[config.mk]
export PLATFORM = sky130hd
export DESIGN_NAME = branch_comparator_flat
export DESIGN_NICKNAME = d
export VERILOG_FILES = /design/src/rtl/branch_comparator_if.sv /design/src/rtl/branch_comparator.sv /design/src/flat_wrapper.sv
export SDC_FILE = /design/constraint.sdc
export NUM_CORES = 1
export LEC_CHECK = 0
export BUFFER_PORTS_ARGS = -buffer_cell sky130_fd_sc_hd__buf_2
export CORE_ASPECT_RATIO = 1.2
export CORE_MARGIN = 8
export CORE_UTILIZATION = 43
export CTS_CLUSTER_SIZE = 8
export DETAILED_ROUTE_END_ITERATION = 7
export GPL_ROUTABILITY_DRIVEN = 0
export PLACE_DENSITY = 0.86
export SYNTH_ARGS = -nofsm -noshare
export SYNTH_HDL_FRONTEND = slang
export SYNTH_SLANG_ARGS = --single-unit
[constraint.sdc]
create_clock -name i_clk -period 3.3 [get_ports i_clk]
set_clock_uncertainty 0.15 [all_clocks]
set_input_delay 0 -clock i_clk [delete_from_list [all_inputs] [get_ports i_clk]]
set_output_delay 0 -clock i_clk [all_outputs]
set_load 0.03 [all_outputs]
[src/rtl/branch_comparator_if.sv]
// Operand and flag bundle between the register-file read stage and the
// branch comparator; the comparator sits on the slave side.
interface branch_comparator_if #(
    parameter int DATA_WIDTH = 32
);
    logic [DATA_WIDTH-1:0] i_rs1_data;
    logic [DATA_WIDTH-1:0] i_rs2_data;
    logic                  i_br_un;
    logic                  o_br_less;
    logic                  o_br_equal;
    logic                  o_br_less_q;
    logic                  o_br_equal_q;

    modport master (
        output i_rs1_data,
        output i_rs2_data,
        output i_br_un,
        input  o_br_less,
        input  o_br_equal,
        input  o_br_less_q,
        input  o_br_equal_q
    );

    modport slave (
        input  i_rs1_data,
        input  i_rs2_data,
        input  i_br_un,
        output o_br_less,
        output o_br_equal,
        output o_br_less_q,
        output o_br_equal_q
    );
endinterface

[src/rtl/branch_comparator.sv]
// RV32I branch comparator: nibble-slice magnitude tree with top-level
// sign fix-up; i_br_un=1 selects signed, 0 selects unsigned.
module branch_comparator #(
    parameter int DATA_WIDTH = 32
) (
    input logic                  i_clk,
    input logic                  i_rst_n,
    branch_comparator_if.slave   bus
);
    localparam int NS  = DATA_WIDTH / 4;
    localparam int LVL = (NS > 1) ? $clog2(NS) : 0;
    localparam int NP  = 1 << LVL;
    localparam int MSB = DATA_WIDTH - 1;

    logic [NS-1:0] slice_eq;
    logic [NS-1:0] slice_lt;
    logic [NP-1:0] tree_eq;
    logic [NP-1:0] tree_lt;
    logic          ult;
    logic          word_eq;
    logic          msb_diff;
    logic          less;

    // Per-nibble equality and unsigned less-than.
    always_comb begin
        slice_eq = '0;
        slice_lt = '0;
        for (int i = 0; i < NS; i++) begin
            slice_eq[i] = bus.i_rs1_data[4*i +: 4]
                       == bus.i_rs2_data[4*i +: 4];
            slice_lt[i] = bus.i_rs1_data[4*i +: 4]
                        < bus.i_rs2_data[4*i +: 4];
        end
    end

    // Pairwise reduction, high slice dominates; pad slices are neutral.
    always_comb begin
        tree_eq = '1;
        tree_lt = '0;
        for (int i = 0; i < NS; i++) begin
            tree_eq[i] = slice_eq[i];
            tree_lt[i] = slice_lt[i];
        end
        for (int l = 0; l < LVL; l++) begin
            for (int j = 0; j < NP / 2; j++) begin
                if (j < (NP >> (l + 1))) begin
                    tree_lt[j] = tree_lt[2*j+1]
                               | (tree_eq[2*j+1] & tree_lt[2*j]);
                    tree_eq[j] = tree_eq[2*j+1] & tree_eq[2*j];
                end
            end
        end
    end

    assign ult      = tree_lt[0];
    assign word_eq  = tree_eq[0];
    assign msb_diff = bus.i_rs1_data[MSB] ^ bus.i_rs2_data[MSB];

    // Signed: differing MSBs decide by A's sign; otherwise magnitude order.
    always_comb begin
        less = ult;
        if (bus.i_br_un && msb_diff) begin
            less = bus.i_rs1_data[MSB];
        end
    end

    assign bus.o_br_less  = less;
    assign bus.o_br_equal = word_eq;

    // Registered copy of the flags, cleared by synchronous reset.
    always_ff @(posedge i_clk) begin
        if (!i_rst_n) begin
            bus.o_br_less_q  <= 1'b0;
            bus.o_br_equal_q <= 1'b0;
        end else begin
            bus.o_br_less_q  <= less;
            bus.o_br_equal_q <= word_eq;
        end
    end
endmodule

[src/flat_wrapper.sv]
// flat-port wrapper written by rule: the top's interface ports become plain ports
module branch_comparator_flat 
#(
    parameter int DATA_WIDTH = 32
)
  (i_clk, i_rst_n, bus_i_rs1_data, bus_i_rs2_data, bus_i_br_un, bus_o_br_less, bus_o_br_equal, bus_o_br_less_q, bus_o_br_equal_q);
  branch_comparator_if #(.DATA_WIDTH(DATA_WIDTH)) bus_i ();
  input logic i_clk;
  input logic i_rst_n;
  input wire logic [$bits(bus_i.i_rs1_data)-1:0] bus_i_rs1_data;
  input wire logic [$bits(bus_i.i_rs2_data)-1:0] bus_i_rs2_data;
  input wire logic [$bits(bus_i.i_br_un)-1:0] bus_i_br_un;
  output wire logic [$bits(bus_i.o_br_less)-1:0] bus_o_br_less;
  output wire logic [$bits(bus_i.o_br_equal)-1:0] bus_o_br_equal;
  output wire logic [$bits(bus_i.o_br_less_q)-1:0] bus_o_br_less_q;
  output wire logic [$bits(bus_i.o_br_equal_q)-1:0] bus_o_br_equal_q;
  assign bus_i.i_rs1_data = bus_i_rs1_data;
  assign bus_i.i_rs2_data = bus_i_rs2_data;
  assign bus_i.i_br_un = bus_i_br_un;
  assign bus_o_br_less = bus_i.o_br_less;
  assign bus_o_br_equal = bus_i.o_br_equal;
  assign bus_o_br_less_q = bus_i.o_br_less_q;
  assign bus_o_br_equal_q = bus_i.o_br_equal_q;
  branch_comparator #(.DATA_WIDTH(DATA_WIDTH)) u_core (.i_clk(i_clk), .i_rst_n(i_rst_n), .bus(bus_i));
endmodule
==> results of run 1 <==
[per-stage QoR]
stage | total power, uW | setup slack (ns) | util | area [um2] | hold slack, ns
floorplan | 110 | 1.40 | - | 922 | -0.0283
global placement | 163 | 1.54 | 0.639 | 1310 | 0.0745
detailed placement | 172 | 1.49 | 0.639 | 1310 | 0.0907
CTS | 233 | 1.48 | 0.655 | 1340 | 0.0801
global route | 254 | 1.37 | 0.655 | 1340 | 0.110
finish | 228 | 1.49 | 0.655 | 1340 | 0.0822
[layout make-up]
cell class / instances / area [um2]
Timing Repair Buffer: 71 / 360
Sequential cell: 2 / 40.0
Multi-Input combinational cell: 85 / 751
Inverter: 35 / 131
Clock buffer: 3 / 22.5
Fill cell: 193 / 707
Tap cell: 30 / 37.5
[cells by family after synthesis]
| group | synth area share |
|---|---|
| fa+ha+maj | 0.434 |
| buf+inv | 0.142 |
| flops | 0.0434 |
| simple gates | 0.206 |
| compound gates | 0.174 |
[layout by cell type (no fill, tap or decap)]
master	n
nand4_1	5
a22oi_1	2
o21a_1	2
or3_4	1
ha_1	32
clkbuf_4	3
or2_0	1
o22ai_1	3
nand2b_1	1
nor2b_1	6
nor2_1	4
o221ai_1	1
dfxtp_1	2
and3_1	1
nor4_4	1
nand3_1	3
and2b_2	1
o21ai_0	1
or3b_2	1
nand2_1	2
and4_1	1
dlygate4sd3_1	1
a21oi_1	8
buf_2	70
inv_1	35
o211ai_1	3
o211a_1	2
and2_1	1
o31ai_1	2
[registers in the layout, indices dropped and copies added (netlist names)]
register and cells:
u_core.bus.o_br_equal_q 1, u_core.bus.o_br_less_q 1
[layer usage]
metal | track usage | vias to the layer above
met4 | 0.0276 | 0
li1 | - | 572
met5 | 0 | -
met3 | 0.0405 | 2
met2 | 0.279 | 48
met1 | 0.124 | 489
[final timing paths]
check	startpoint	to	slack (ns)	cells after the start
min	bus_i_rs1_data[31]	u_core.bus.o_br_less_q	0.08	4
max	bus_i_rs2_data[31]	bus_o_br_equal	1.49	8
[worst max-delay path: cells and delay by family]
family / cells / cell delay, ns
adders and majority gates: 1 / 0.31
buffers and inverters: 3 / 0.36
and+or+nand+nor: 4 / 0.99
[repair_timing]
action | in CTS | in global routing
hold endpoints to repair | 2 | 0
setup buffers | 0 | 0
hold buffers | 1 | 0
[power by group]
group	switching, uW	internal (uW)
logic	69.0	76.4
clock network	16.4	40.3
registers	0.360	25.7
==> metrics.md, run 1 <==
| Metric | Value |
|---|---|
| Status | complete, no violations |
| CTS tree | built |
| Global-route usage over all layers | 0.135 |
| P&R area growth vs syn | 45.6% |
| Worst slew margin | 0.838 |
| Yosys warnings | 0 |
| Pwr Density | approximately 170 nW/um2 |
| Worst hold-check path type | primary input to flip-flop |
| Share of the synthesized area in the top cell type | 0.434 |
| Tcrit/Tclk final | 0.547 |
| Clock Sinks | 2 |
| Clock Tree Buf Depth | 2 |
| Most frequent cell after synthesis | inv_1 |
| Post-Synthesis Cell Area | 922 um2 |
| First-pass GRT wire length | approximately 4.4 mm |
| WP data arrival | 1.66 ns |
| Top post-synthesis cells by count | inv_1, ha_1, a21oi_1, nor2b_1, nand4_1 |
| Top FF cell, synth | dfxtp_1 |
| Most used cell, CP | buf_2 |
| Initial core utilization | 0.450 |
| Core ar. | about 2000 um2 |
| Port buffer count | 70 |
| Post-synth EDFFs | 0 |
| Die Height | between 60 and 70 um |
| CP startpoint kind | primary input |
| Total grt overflow | 0 |
| RSZ-0062 raised after global routing | no |
| Min Tclk post-route | 1.81 ns |
| H-tree depth | 1 |
| Vias in the first global route | between 1000 and 1500 |
| Clock root buffer | clkbuf_4 |
| Critical Path Slowest Stage Cell | or3_4 |
| Max Cap Viol | 0 |
| Nets | around 300 |
| Fin cells | about 230 |
| TNS Setup | 0 ns |
| Cell leakage power | a little under 0.0009 uW |
| Post_cts resized | 0 |
| Die width | just under 60 um |
| VDD IR max | between 100 and 150 uV |
| Largest net degree at the start of global routing | 5 |
| Slew Limit Fails | 0 |
| Starting DRT DRC Count | 15 |
| # diodes | 0 |
| Initial antenna violation count | 0 |
| Asr flop ratio synth | 0 |
| Clk pin slew, worst setup/hold paths | approximately 0.030 ns |
| WL met3 | about 230 um |
| Met1 wire length | 1.00 mm |
| CTS buffer count | 3 |
| Die ar. | just under 4000 um2 |
| Yosys reg bits | 2 |
| Post-route DRC | 0 |
| Vias | about 1100 |
| Least-Margin Pin Slew | 0.242 ns |
| WP data required | 3.15 ns |
| # IOs | 71 |
| Register area share after synthesis | 0.0434 |
| Net count after synthesis | 221 |
| Routed len/inst | 11.9 um |
| CP Max Fanout | 4 |
| Synth area leader | ha_1 |
| Element type at the critical path end | primary output |
| Critical path class | primary input to primary output |
| Largest stage delay, worst path | between 0.4 and 0.5 ns |
| Final Hold Vio Count | 0 |
| Final setup violation count | 0 |
| Top layer in use | met4 |
| Placed Instances | ~220 |
| DRT Pass-1 Iters | 4 |
| Top post-synthesis cells by area | ha_1, inv_1, a21oi_1 |
| FMAX | approximately 550 MHz |
| Avg Inst Size Synth | around 7.6 um2 |
| CP Cell Sequence | buf_2 > inv_1 > ha_1 > and4_1 > nand3_1 > or3_4 > nor4_4 > buf_2 |
| Layout cells sized above 1 | 0.393 |
| Post-Route WL | 2.70 mm |
| Distinct cells, synth | 26 |
| DPL Wire Length | around 2.6 mm |
| Number of placement rows | 18 |
| Cell count after synthesis | between 100 and 150 |
| Post-route antenna net violation count | 0 |
| Via-per-instance ratio | ~4.9 |
| Wire length on met2 | 1.46 mm |
Power figures use the tool's default switching activity.
==> run 2, diff against run 1 <==
CORE_UTILIZATION = 36   (was 43)
PLACE_DENSITY = 0.77   (was 0.86)
clock period = 1.46 ns   (was 3.3 ns; I/O delays follow)
==> metrics.md, run 2 (synthesized netlist as in run 1, its figures left out) <==
| Metric | Value |
|---|---|
| P&R area growth vs syn | 86.0% |
| Largest net degree at the start of global routing | 4 |
| # IOs | 71 |
| Nets | approximately 310 |
| DRT Pass-1 Iters | 3 |
| Number of placement rows | 20 |
| Starting DRT DRC Count | 24 |
| CP Max Fanout | 3 |
| Clock Tree Buf Depth | 2 |
| Layout cells sized above 1 | 0.567 |
| Pwr Density | approximately 380 nW/um2 |
| Critical path class | primary input to primary output |
| Clock Sinks | 2 |
| Global-route usage over all layers | 0.138 |
| Clock root buffer | clkbuf_4 |
| Vias | approximately 1200 |
| # diodes | 0 |
| Crit-path leading delay family | simple AND/OR/NAND/NOR gates |
| VDD IR max | 252 uV |
| Initial core utilization | 0.372 |
| Min Tclk post-route | about 1.5 ns |
| Final worst slack | -0.0880 ns |
| Die Height | between 70 and 80 um |
| RSZ-0062 raised after global routing | yes |
| Total grt overflow | 0 |
| Post-route DRC | 0 |
| Most used cell, CP | buf_6 |
| Final Hold Vio Count | 0 |
| Max Cap Viol | 0 |
| Failing checks | negative setup slack |
| CP startpoint kind | primary input |
| Final core occ | 0.692 |
| Biggest registers after layout | u_core.bus.o_br_equal_q x1, u_core.bus.o_br_less_q x1 |
| Least-Margin Pin Slew | between 0.2 and 0.3 ns |
| Worst slew margin | 0.831 |
| Routed len/inst | around 13 um |
| Tcrit/Tclk final | 1.06 |
| WP data arrival | about 1.4 ns |
| WP data required | roughly 1.3 ns |
| Die width | 62.2 um |
| Die ar. | between 4000 and 5000 um2 |
| FMAX | about 650 MHz |
| Via-per-instance ratio | between 4 and 5 |
| Status | finished, violations left |
| Hold path start | bus_i_rs1_data[31] |
| Final setup violation count | 3 |
| Largest stage delay, worst path | roughly 0.36 ns |
| Worst hold-check path type | primary input to flip-flop |
| Pre-CTS WS | -0.283 ns |
| Vias in the first global route | around 1300 |
| Worst Hold Depth | 5 |
| Cell leakage power | about 0.00095 uW |
| Min-Delay Endpoint | u_core.bus.o_br_less_q |
| Element type at the critical path end | primary output |
| Commonest cells after routing, fill and taps aside | buf_2, inv_1, ha_1 |
| Commonest non-fill, non-tap cell in the layout | buf_2 |
| TNS Setup | -0.193 ns |
| Clk pin slew, worst setup/hold paths | about 0.03 ns |
| Core ar. | 2480 um2 |
| Critical path buffers and inverters | 3 |
| Post-route antenna net violation count | 0 |
| H-tree depth | 1 |
| CTS buffer count | 3 |
| Port buffer count | 70 |
| Critical Path Slowest Stage Cell | or3_4 |
| Post-Route WL | about 3.2 mm |
| First-pass GRT wire length | just over 5 mm |
| Initial antenna violation count | 0 |
| Slew Limit Fails | 0 |
| Hold WS | 0.214 ns |
| CTS tree | built |
| CP Cell Sequence | buf_6 > inv_6 > ha_4 > and4_4 > nand3_2 > or3_4 > nor4_4 > buf_6 |
| DPL Wire Length | 2.82 mm |
run 2: per-layer routing:
layer	vias to the layer above	share of wire	global-route usage
met5	-	0	0
met4	0	0.013	0.0623
met3	4	0.075	0.0499
met2	44	0.57	0.273
met1	507	0.35	0.120
li1	597	-	-
run 2: tightest hold or removal path, cell delays in order:
cell and delay, ns:
buf_6 0.08, nor2b_1 0.05, nand2b_1 0.15, buf_4 0.13, o22ai_1 0.13
run 2: cell type report:
class                   count  area, um2
clock buffers               3       22.5
fillers                   185        762
inverters                  35        156
multi-input cells          85        938
flip-flops and latches      2       40.0
well taps                  33       41.3
repair buffers             83        517
run 2: repair_timing:
item | CTS | global route
pin swaps | 1 | 14
setup endpoints to repair | 2 | 2
gates resized for setup | 20 | 12
hold buffers | 1 | 0
setup buffers | 2 | 2
endpoints found under the hold margin | 1 | 0
run 2: worst max-delay path by stage:
stage,from,to,slack (ns),depth (start not counted)
CTS,bus_i_rs2_data[1],bus_o_br_less,-0.09,9
detailed placement,bus_i_rs2_data[29],bus_o_br_less,-0.28,8
floorplan,bus_i_rs2_data[29],u_core.bus.o_br_equal_q,-0.19,7
finish,bus_i_rs1_data[28],bus_o_br_equal,-0.09,8
global route,bus_i_rs2_data[29],bus_o_br_equal,-0.13,8
global placement,bus_i_rs2_data[29],bus_o_br_less,-0.23,8
run 2: report_power, final:
group          switching, uW  internal (uW)  leakage (uW)
Clock                   37.8           91.2     0.0000138
Sequential             0.894           58.2     0.0000164
Combinational            203            266      0.000922
run 2: through the flow:
stage | instance area, um2 | std cells | power, uW
final | 1720 | 241 | 657
after global routing | 1720 | 241 | 724
after CTS | 1620 | 239 | 621
after detailed placement | 1500 | 233 | 451
after global placement | 1500 | 233 | 427
after floorplan | 1050 | 122 | 275
==> run 3, diff against run 2 <==
--- a/config.mk
+++ b/config.mk
@@ -6,4 +6,5 @@
 export NUM_CORES = 1
 export LEC_CHECK = 0
+export ABC_CLOCK_PERIOD_IN_PS = 1460
 export BUFFER_PORTS_ARGS = -buffer_cell sky130_fd_sc_hd__buf_2
 export CORE_ASPECT_RATIO = 1.2
==> constraint.sdc (replaced) <==
create_clock -name i_clk -period 1.46 [get_ports i_clk]
set_clock_uncertainty 0.15 [all_clocks]
set_input_delay 0.219 -clock i_clk [delete_from_list [all_inputs] [get_ports i_clk]]
set_output_delay 0.219 -clock i_clk [all_outputs]
set_load 0.03 [all_outputs]
==> metrics.md, run 3 (synthesized netlist as in run 1, its figures left out) <==
| Metric | Value |
|---|---|
| Commonest cells after routing, fill and taps aside | buf_2, inv_1, ha_1 |
| Min Tclk post-route | around 2 ns |
| WP data arrival | 1.60 ns |
| Clock root buffer | clkbuf_4 |
| Total grt overflow | 0 |
| Critical path class | primary input to primary output |
| Post-route antenna net violation count | 0 |
| Largest net degree at the start of global routing | 4 |
| Post-Route WL | between 3 and 4 mm |
| Placed cell areas | 1500 um2 |
| TNS Setup | -1.26 ns |
| Commonest non-fill, non-tap cell in the layout | buf_2 |
| Final setup violation count | 4 |
| P&R area growth vs syn | 79.8% |
| Clock Sinks | 2 |
| Post-CTS Hold Buffers | 0 |
| DPL Wire Length | between 2 and 3 mm |
| Status | finished, violations left |
| Die Height | between 70 and 80 um |
| Nets | 304 |
| Least-Margin Pin Slew | about 0.24 ns |
| CP Max Fanout | 3 |
| H-tree depth | 1 |
| Global-route usage over all layers | 0.135 |
| Die width | approximately 62 um |
| RSZ-0062 raised after global routing | yes |
| Worst hold-check path type | primary input to flip-flop |
| CP startpoint kind | primary input |
| Hold WS | about 0.075 ns |
| Routed len/inst | 13.2 um |
| # fillers | 210 |
| Final instance area | ~1700 um2 |
| Clk pin slew, worst setup/hold paths | around 0.03 ns |
| Clock Tree Buf Depth | 2 |
| Post-route DRC | 0 |
| Vias in the first global route | approximately 1300 |
| Tcrit/Tclk final | 1.35 |
| Die ar. | around 4400 um2 |
| Failing checks | negative setup slack |
| First-pass GRT wire length | slightly above 5 mm |
| Initial antenna violation count | 0 |
| Core ar. | 2480 um2 |
| Final Hold Vio Count | 0 |
| Max Cap Viol | 0 |
| Starting DRT DRC Count | 31 |
| Vias | ~1200 |
| Cell leakage power | just over 0.0009 uW |
| Worst slew margin | 0.838 |
| # IOs | 71 |
| Biggest registers after layout | u_core.bus.o_br_equal_q x1, u_core.bus.o_br_less_q x1 |
| FMAX | approximately 510 MHz |
| Final worst slack | -0.513 ns |
| Port buffer count | 70 |
| VDD IR max | ~220 uV |
| CTS buffer count | 3 |
| Pwr Density | 384 nW/um2 |
| WP data required | between 1 and 1.5 ns |
| Layout cells sized above 1 | 0.552 |
| Slew Limit Fails | 0 |
| Number of placement rows | 20 |
| Element type at the critical path end | primary output |
| Initial core utilization | 0.372 |
| CTS tree | built |
| # diodes | 0 |
| DRT Pass-1 Iters | 4 |
| Tot Pwr | approximately 640 uW |
| Via-per-instance ratio | just under 5 |
[run 3: critical path, cell delays in order]
cell     delay, ns
buf_2         0.10
inv_2         0.06
ha_4          0.21
a21oi_2       0.11
o22ai_1       0.07
or3b_4        0.38
o211a_1       0.17
o22ai_4       0.12
buf_6         0.15
[run 3: what timing repair did]
item / 4_1_cts / 5_1_grt
endpoints found under the setup margin: 4 / 4
gates cloned: 0 / 0
pin swaps: 11 / 11
buffers inserted: 1 / 0
gates resized for setup: 21 / 8
[run 3: layer usage]
metal  track usage  wire (um)  up-vias
met5             0          0        -
met4        0.0519         35        0
met3        0.0406        204        5
met2         0.274       1770       47
met1         0.120       1100      521
li1              -          -      589
[run 3: power breakdown]
group	leakage (uW)	internal, uW	switching [uW]	total [uW]
combinational	0.000898	246	197	443
clock	0.0000138	91.7	44.1	136
sequential	0.0000164	58.1	0.593	58.7
[run 3: cell type report]
cell class                      instances  area [um2]  area share
Clock buffer                            3        22.5      0.0136
Inverter                               35         156      0.0943
Sequential cell                         2        40.0      0.0242
Tap cell                               33        41.3      0.0249
Multi-Input combinational cell         85         923       0.557
Timing Repair Buffer                   78         474       0.286
[run 3: final timing paths]
kind	startpoint	end	slack (ns)	cells past startpoint
worst max-delay path	bus_i_rs2_data[26]	bus_o_br_less	-0.51	9
worst min-delay path	i_rst_n	u_core.bus.o_br_equal_q	0.08	2
[run 3: through the flow]
step                      utilization  setup slack (ns)  std cells
after detailed placement        0.607            -0.707        232
after global routing            0.669            -0.586        236
after global placement          0.607            -0.674        232
final                           0.669            -0.513        236
after floorplan                     -            -0.425        122
after CTS                       0.651            -0.549        236
